==> src/rtl/ripple_carry_adder_pkg.sv <==
// Shared configuration for the ripple-carry adder slice.
package ripple_carry_adder_pkg;

    localparam int unsigned RCA_DEFAULT_WIDTH = 4;

endpackage

==> src/rtl/ripple_carry_adder_full_adder.sv <==
// One-bit full-adder cell; the ripple chain in ripple_carry_adder is built from these.
module full_adder (
    input  logic a,
    input  logic b,
    input  logic ci,
    output logic s,
    output logic co
);

    logic p;

    assign p  = a ^ b;
    assign s  = p ^ ci;
    assign co = (a & b) | (ci & p);

endmodule

==> src/rtl/ripple_carry_adder.sv <==
// Unsigned ripple-carry adder: combinational sum/cout/ovf plus a one-cycle registered copy.
module ripple_carry_adder
    import ripple_carry_adder_pkg::*;
#(
    parameter int WIDTH = RCA_DEFAULT_WIDTH
) (
    input  logic             clk,
    input  logic             rst,
    input  logic [WIDTH-1:0] a,
    input  logic [WIDTH-1:0] b,
    input  logic             cin,
    output logic [WIDTH-1:0] sum,
    output logic             cout,
    output logic             ovf,
    output logic [WIDTH-1:0] sum_q,
    output logic             cout_q,
    output logic             ovf_q
);

    // c[i] is the carry into bit i; c[WIDTH] leaves the MSB.
    logic [WIDTH:0] c;

    assign c[0] = cin;

    for (genvar i = 0; i < WIDTH; i++) begin : g_bit
        full_adder u_fa (
            .a  (a[i]),
            .b  (b[i]),
            .ci (c[i]),
            .s  (sum[i]),
            .co (c[i+1])
        );
    end

    assign cout = c[WIDTH];
    // For WIDTH == 1, c[0] is cin, so this reduces to cin ^ cout.
    assign ovf  = c[WIDTH-1] ^ c[WIDTH];

    logic [WIDTH-1:0] sum_d;
    logic             cout_d;
    logic             ovf_d;

    always_comb begin
        sum_d  = sum;
        cout_d = cout;
        ovf_d  = ovf;
    end

    always_ff @(posedge clk) begin
        if (rst) begin
            sum_q  <= '0;
            cout_q <= 1'b0;
            ovf_q  <= 1'b0;
        end else begin
            sum_q  <= sum_d;
            cout_q <= cout_d;
            ovf_q  <= ovf_d;
        end
    end

endmodule

==> config.mk <==
export PLATFORM = sky130hd
export DESIGN_NAME = ripple_carry_adder
export DESIGN_NICKNAME = d
export VERILOG_FILES = /design/src/rtl/ripple_carry_adder_pkg.sv /design/src/rtl/ripple_carry_adder_full_adder.sv /design/src/rtl/ripple_carry_adder.sv
export SDC_FILE = /design/constraint.sdc
export NUM_CORES = 1
export LEC_CHECK = 0
export ABC_AREA = 0
export CORE_AREA = 2 2 39 41
export CTS_BUF_LIST = sky130_fd_sc_hd__clkbuf_16
export DETAILED_ROUTE_END_ITERATION = 10
export DIE_AREA = 0 0 41 43
export MAX_ROUTING_LAYER = met4
export SYNTH_ARGS = -nofsm -noshare
export SYNTH_HDL_FRONTEND = slang
export SYNTH_SLANG_ARGS = --single-unit
==> constraint.sdc <==
create_clock -name clk -period 3.3 [get_ports clk]
set_clock_uncertainty 0.05 [all_clocks]
set_input_delay 0.825 -clock clk [delete_from_list [all_inputs] [get_ports clk]]
set_output_delay 0.825 -clock clk [all_outputs]
set_load 0.01 [all_outputs]
### Word-level counts from Yosys, hierarchy flattened

Cells that the tools add are included.

* bits in registers: 6
* input bits: 11
* output and inout bits: 12
* word-level logic and storage cells: 24

* bitwise gates (word level): 21

Operators by type and width (number)
* 1-bit XOR: 9
* 1-bit bitwise AND: 8
* 1-bit OR: 4

### Depth between registers and ports, before layout

Gate-level depths: netlist (run 1).

* depth in word-level cells: 10
* mapped depth: 9
* mapped depth without buffers: 9

### Cells and area by module

Synthesis (run 1) repeated with hierarchy kept, for this count alone.

* cell total of the unflattened synthesis: 17
* area total of the unflattened synthesis: 247.7 um^2

Modules (own cells, without submodules)
* ripple_carry_adder: instances 1, cells each 13, area each 167.7 um^2, seq. area each 120.1 um^2
* full_adder: instances 4, cells each 1, area each 20.0 um^2, seq. area each 0.0 um^2

### Worst setup path before layout (run 1)

Ideal clock, no wire load.

* path type: input -> output
* start: input port a[0]
* end: output port sum[3]
* arrival: 2.515 ns
* data required time: 2.425 ns
* setup slack: -0.090 ns
* stages: 9
* buffers on the path: 1
* path through: fa_1 > inv_1 > fa_1 > inv_1 > fa_1 > inv_1 > fa_1 > inv_1 > buf_4

* word-level cells in the longest chain between the ends: 8
* elaborated cells between the ends (all ways): 9
* those cells by class: bitwise: 9

RTL lines
* from (decl): RTL line ripple_carry_adder.sv:9 `input logic [WIDTH-1:0] a,`
* 1-bit XOR: RTL line ripple_carry_adder_full_adder.sv:12 `assign p = a ^ b;`
* 1-bit bitwise AND: RTL line ripple_carry_adder_full_adder.sv:14 `assign co = (a & b) | (ci & p);`
* 1-bit OR *: RTL line ripple_carry_adder_full_adder.sv:14
* 1-bit bitwise AND *: RTL line ripple_carry_adder_full_adder.sv:14
* 1-bit OR *: RTL line ripple_carry_adder_full_adder.sv:14
* 1-bit bitwise AND *: RTL line ripple_carry_adder_full_adder.sv:14
* 1-bit OR *: RTL line ripple_carry_adder_full_adder.sv:14
* 1-bit XOR *: RTL line ripple_carry_adder_full_adder.sv:13 `assign s = p ^ ci;`
* to (decl): RTL line ripple_carry_adder.sv:12 `output logic [WIDTH-1:0] sum,`

Mark *: on every way between the ends. The rest lies on a longest branch, timed or not.

### Worst setup path after layout (run 1)

* start: input port b[0]
* end: output port sum[3]

* word-level cells in the longest chain between the ends: 8
* elaborated cells between the ends (all ways): 9
* those cells by class: bitwise: 9

RTL lines
* from (decl): RTL line ripple_carry_adder.sv:10 `input logic [WIDTH-1:0] b,`
* 1-bit XOR: RTL line ripple_carry_adder_full_adder.sv:12
* 1-bit bitwise AND: RTL line ripple_carry_adder_full_adder.sv:14
* 1-bit OR *: RTL line ripple_carry_adder_full_adder.sv:14
* 1-bit bitwise AND *: RTL line ripple_carry_adder_full_adder.sv:14
* 1-bit OR *: RTL line ripple_carry_adder_full_adder.sv:14
* 1-bit bitwise AND *: RTL line ripple_carry_adder_full_adder.sv:14
* 1-bit OR *: RTL line ripple_carry_adder_full_adder.sv:14
* 1-bit XOR *: RTL line ripple_carry_adder_full_adder.sv:13

Marked as above.

==> summary.txt, run 1 <==
Critical path
  • Worst EP required: 2.42 ns
  • Crit path max fanout: 2
  • Crit. End Element: output port
  • CP startpoint kind: input pin
  • WS Path Type: in -> out
  • Crit path DAT: 2.59 ns

Outcome
  • Status: complete, but fails checks
  • Violated checks: negative setup slack

Detailed routing
  • DR DRC count: 0
  • Via/cell ratio: 3.53
  • Vias: 268
  • Routed WL per cell: 8.08 um
  • Antenna Nets Post-Route: 0
  • 1st-pass router iterations: 1
  • Initial drt markers: 0
  • Final WL: 614 um

GRT
  • Initial antenna violation count: 0
  • Largest net degree at the start of global routing: 7
  • Vias in the first global route: 272
  • GRT Total Usage: 9.02%
  • Remaining global-route overflow: 0
  • Global-route wire length before repair: 1040 um

CTS
  • CTS hold repair buffers: 0
  • Clk slew on worst S/H paths: 0.03 ns
  • Htree depth: 1
  • Clk root buf: clkbuf_16
  • TritonCTS buffer count: 3
  • TritonCTS clock tree: built
  • Clock Sink Count: 6
  • CTS max path bufs: 2

Synth
  • Synth Area in Compound Gates: 0%
  • Syn Inst Count: 31
  • Synth Area in Adders: 26.1%
  • Mux cell area share after synthesis: 0%
  • Syn Area/Cell: 9.89 um2
  • Area leader, netlist: dfxtp_1
  • Synthesized area: 307 um2
  • Top cell type's share of synthesized area: 39.2%
  • Most frequent cells after synthesis: 10 x inv_1, 6 x dfxtp_1, 4 x buf_4, 4 x fa_1
  • Post-synth net total: 46
  • Top FF cell, synth: dfxtp_1
  • Synth Area in XOR/XNOR: 2.86%
  • Most frequent cell after synthesis: inv_1
  • Largest family of logic cells by synthesized area: adder cells
  • Synth top area cells: dfxtp_1 39%, fa_1 26%, inv_1 12%
  • Yosys cell types: 7
  • YS warnings: 0
  • Number of enable flip-flop cells after synthesis: 0
  • Share of the yosys chip area belonging to registers: 39.2%
  • FFs w/ async S/R, synth: 0%
  • Seq cells post-synth: 6
  • Synth Area in Simple Gates: 9.80%

STA
  • Worst-Margin Slew: 0.208 ns
  • Min Tclk post-route: 3.46 ns
  • Fmax: 289 MHz
  • RSZ-0062 raised after global routing: true
  • Worst relative slew slack: 86.1%
  • Setup violators final: 3
  • Fin worst setup slack: -0.160 ns
  • Final Cycle Share: 105%
  • Pins Over Slew Limit: 0
  • Final count of hold timing violations: 0

Min path
  • Worst hold start: a[0]
  • Hold endpoint: sum_q[0]
  • Hold Path Cell Cnt: 3
  • Hold crit path type: in -> reg

Power
  • P_int: 0.305 mW
  • Power per cell area: 581 nW/um2
  • Logic pwr share: 28.5%
  • Leak pwr: 0.316 nW
  • Flop pwr share: 21.7%
  • Net Switching: 0.0773 mW
  • Max IR drop VDD: 0.000205 V
  • Net Sw Frac: 20.2%
  • Clock power share: 49.8%

Placement
  • Placer Congestion: 0.650
  • HPWL after DPL: 448 um
  • PortBufs: 22
  • Pre-CTS worst setup slack: -0.981 ns
  • Area post-placement: 534 um2

Floorplan
  • FP Rows: 14
  • Die Area: 1760 um2
  • Core area: 1380 um2
  • Die H: 43 um
  • Initial Utilization: 22.2%
  • Ports: 23
  • Die X: 41 um

Cells and area
  • Layout cell share with drive strength beyond 1: 45.0%
  • Ant diodes: 0
  • Final Cell Area: 658 um2
  • Nets: 77
  • Area Growth Syn to Fin: 115%

Run
  • Maxcap violations: 0
## placed cells by master (no fill, tap or decap)
cell             Yosys  layout
xnor2_2              0       1
inv_1               10       5
buf_6                0       4
dfxtp_1              6       6
nor2b_1              3       3
fa_2                 0       4
clkbuf_16            0       3
buf_2                0       3
dlygate4sd2_1        0       3
inv_2                0       5
nor2_1               3       3
clkdlybuf4s50_1      0      13
buf_4                4       7
## how the worst max path moves through the flow
stage	start	end	slack [ns]	depth (start not counted)
after global placement	a[0]	sum[3]	-0.96	10
final	b[0]	sum[3]	-0.16	10
after global routing	b[0]	sum[3]	-0.23	10
after floorplan	a[0]	sum[3]	-0.04	9
after CTS	a[0]	sum[3]	-0.21	10
after detailed placement	a[0]	sum[3]	-0.98	10
## critical path, cell delays in order
cell	delay [ns]
buf_6	0.09
fa_2	0.37
inv_2	0.06
fa_2	0.18
inv_2	0.04
fa_2	0.34
inv_2	0.07
fa_2	0.43
inv_1	0.06
buf_2	0.12
## flip-flops by register name (all words and copies together), names as in the netlist
register,cells
ovf_q,1
cout_q,1
sum_q,4
## kinds of logic (layout without fill, tap and decap cells)
family / after synthesis / count (layout)
flip-flops: 6 / 6
AND/OR/NAND/NOR: 6 / 6
XOR/XNOR: 1 / 1
buffers and inverters: 14 / 43
adder cells (fa/ha/maj): 4 / 4
## through the flow
| step | setup TNS [ns] | power, mW | hold slack, ns | instances | util (%) |
|---|---|---|---|---|---|
| after floorplan | -0.0370 | 0.131 | 0.842 | 31 | - |
| after global placement | -3.71 | 0.181 | 1.45 | 67 | 38.6 |
| after detailed placement | -3.81 | 0.182 | 1.44 | 67 | 38.6 |
| after CTS | -0.395 | 0.382 | 0.967 | 74 | 46.0 |
| after global routing | -0.455 | 0.401 | 0.997 | 76 | 47.6 |
| final | -0.243 | 0.382 | 0.961 | 76 | 47.6 |
## what timing repair did
action / CTS / global route
resized for setup: 39 / 1
endpoints found under the setup margin: 5 / 5
pin swaps: 5 / 5
buffers inserted: 4 / 2
## area by class of cell
cell class              instances  area (um2)
fillers                       145         726
inverters                      10        37.5
clock buffers                   3        75.1
flip-flops and latches          6         120
well taps                      16        20.0
multi-input cells              11         136
repair buffers                 30         269
## power by group through the flow
stage	Clock (mW)	Sequential [mW]	Combinational, mW
after floorplan	0	0.0891	0.0422
after global placement	0	0.0841	0.0968
after detailed placement	0	0.0842	0.0975
after CTS	0.193	0.0832	0.106
after global routing	0.197	0.0838	0.120
final	0.190	0.0831	0.109
## routing by layer
layer / share of wire [%] / track usage, % / vias to the layer above
li1: - / - / 138
met1: 33 / 9.21 / 119
met2: 60 / 14.7 / 11
met3: 6.4 / 0 / 0
met4: 0 / 8.00 / 0
met5: 0 / - / -
Power figures use the tool's default switching activity.
==> inputs of run 2 (changes only) <==
CORE_AREA = 8 8 45 47   (was 2 2 39 41)
DIE_AREA = 0 0 53 55   (was 0 0 41 43)
==> run 2 against run 1 <==
  * The run still ends with negative setup slack left
  * Die area is 65% higher
  * Sequential cell count is the same
  * Setup slack improved by 0.018 ns
  * Hold slack improved by 0.0044 ns
  * Combinational power about the same
  * Global-route usage is 3.3 points lower
  * Count of clock-buffer cells in the layout is the same
  * Clock power barely moved
  * Sequential share of layout area up 0.25 points
  * First-iteration DRC count grew 2
  * Cell area shrank 1.3%
  * Core utilization is 0.63 points lower
  * Critical path type unchanged
  * Highest routed layer is now met4
==> summary.txt, run 2 (synthesized netlist as in run 1, its figures left out) <==
Floorplan
  • Ports: 23
  • Die X: 53 um
  • Initial Utilization: 22.2%
  • FP Rows: 14
  • Core area: 1380 um2
  • Die H: 55 um
  • Die Area: 2920 um2

CTS
  • Clock Sink Count: 6
  • CTS hold repair buffers: 0
  • Clk root buf: clkbuf_16
  • TritonCTS clock tree: built
  • TritonCTS buffer count: 3
  • Clk slew on worst S/H paths: 0.03 ns
  • Htree depth: 1
  • CTS max path bufs: 2

Cells and area
  • Layout cell share with drive strength beyond 1: 44.8%
  • Biggest register: sum_q
  • Highest-count cells in the layout ignoring fill and taps: 13 x clkdlybuf4s50_1, 6 x inv_2, 6 x dfxtp_1
  • Fill cells: 146
  • Nets: 75
  • Area Growth Syn to Fin: 112%
  • Finished Layout Cells: 74
  • Ant diodes: 0
  • Most common cell after layout, fill and taps aside: clkdlybuf4s50_1
  • Largest register FFs: 4
  • Top Registers: sum_q x4, cout_q x1, ovf_q x1

Placement
  • PortBufs: 22
  • Cell count after placement: 68
  • HPWL after DPL: 586 um
  • Placer Congestion: 0.615

Critical path
  • WS Path Type: in -> out
  • Worst EP required: 2.42 ns
  • Critical path cell sequence: buf_6, fa_2, inv_2, fa_2, inv_2, fa_2, inv_2, fa_2, inv_2, buf_6
  • CP startpoint kind: input pin
  • Crit path DAT: 2.57 ns
  • CP top delay family: adder cells
  • Max incr delay on CP: 0.44 ns
  • Critical path origin: b[0]
  • Crit path max fanout: 2
  • Worst Path Buf+Inv: 6
  • Crit. End Element: output port
  • Slowest-stage cell, CP: fa_2

Detailed routing
  • Via/cell ratio: 3.68
  • Routed WL per cell: 9.54 um
  • 1st-pass router iterations: 2
  • WL met3: 78 um
  • Final WL: 706 um
  • Highest metal used: met4
  • Vias: 272
  • WL met1: 214 um
  • DR DRC count: 0
  • Antenna Nets Post-Route: 0
  • DR WL met2: 393 um
  • Initial drt markers: 2

STA
  • Setup violators final: 3
  • Worst relative slew slack: 88.0%
  • Worst-Margin Slew: 0.180 ns
  • Pins Over Slew Limit: 0
  • RSZ-0062 raised after global routing: true
  • Fmax: 291 MHz
  • Min Tclk post-route: 3.44 ns
  • WHS: 0.966 ns
  • Final Cycle Share: 104%
  • Fin worst setup slack: -0.142 ns
  • Final count of hold timing violations: 0

GRT
  • Largest net degree at the start of global routing: 7
  • Vias in the first global route: 278
  • GRT Total Usage: 5.72%
  • Initial antenna violation count: 0
  • Global-route wire length before repair: 1100 um
  • Remaining global-route overflow: 0

Run
  • Maxcap violations: 0

Power
  • Leak pwr: 0.307 nW
  • Power per cell area: 588 nW/um2
  • Max IR drop VDD: 0.000199 V

Min path
  • Hold crit path type: in -> reg
  • Worst hold start: a[0]

Outcome
  • Status: complete, but fails checks
  • Violated checks: negative setup slack
run 2: cell types whose count changed in the layout (fill, tap and decap cells not counted):
cell,previous run,this run
buf_6,4,5
inv_1,5,4
inv_2,5,6
buf_2,3,2
buf_4,7,5
run 2: worst paths after layout:
path,to,slack [ns],cells past startpoint
hold / removal,sum_q[0],0.97,3
setup / recovery,sum[3],-0.14,10
run 2: metal layers:
| metal | global-route usage [%] | vias to the layer above |
|---|---|---|
| met5 | - | - |
| met2 | 10.4 | 13 |
| met1 | 3.86 | 123 |
| met3 | 2.14 | 2 |
| li1 | - | 134 |
| met4 | 6.47 | 0 |
run 2: cell type report:
| class | count | area [um2] | share of cell area (%) |
|---|---|---|---|
| clock buffers | 3 | 75.1 | 11.6 |
| inverters | 10 | 37.5 | 5.78 |
| multi-input cells | 11 | 136 | 21.0 |
| flip-flops and latches | 6 | 120 | 18.5 |
| well taps | 16 | 20.0 | 3.08 |
| repair buffers | 28 | 260 | 40.1 |
run 2: repair_timing:
action / in CTS / in global routing
endpoints found under the setup margin: 5 / 5
pin swaps: 5 / 5
setup buffers: 3 / 0
gates resized for setup: 39 / 3
run 2: through the flow:
stage / setup TNS, ns / setup WS (ns) / total power, mW / utilization (%) / area (um2)
final: -0.203 / -0.142 / 0.382 / 46.9 / 649
after global routing: -0.378 / -0.193 / 0.400 / 46.9 / 649
after global placement: -3.83 / -0.986 / 0.186 / 39.2 / 542
after detailed placement: -3.81 / -0.980 / 0.186 / 39.2 / 542
after floorplan: -0.0370 / -0.0370 / 0.131 / - / 309
after CTS: -0.379 / -0.207 / 0.383 / 46.0 / 637
run 2: power by group:
part / switching, mW / leakage [nW] / internal, mW
clock network: 0.0335 / 0.0370 / 0.155
logic: 0.0410 / 0.220 / 0.0691
registers: 0.00172 / 0.0500 / 0.0815
total: 0.0763 / 0.307 / 0.305
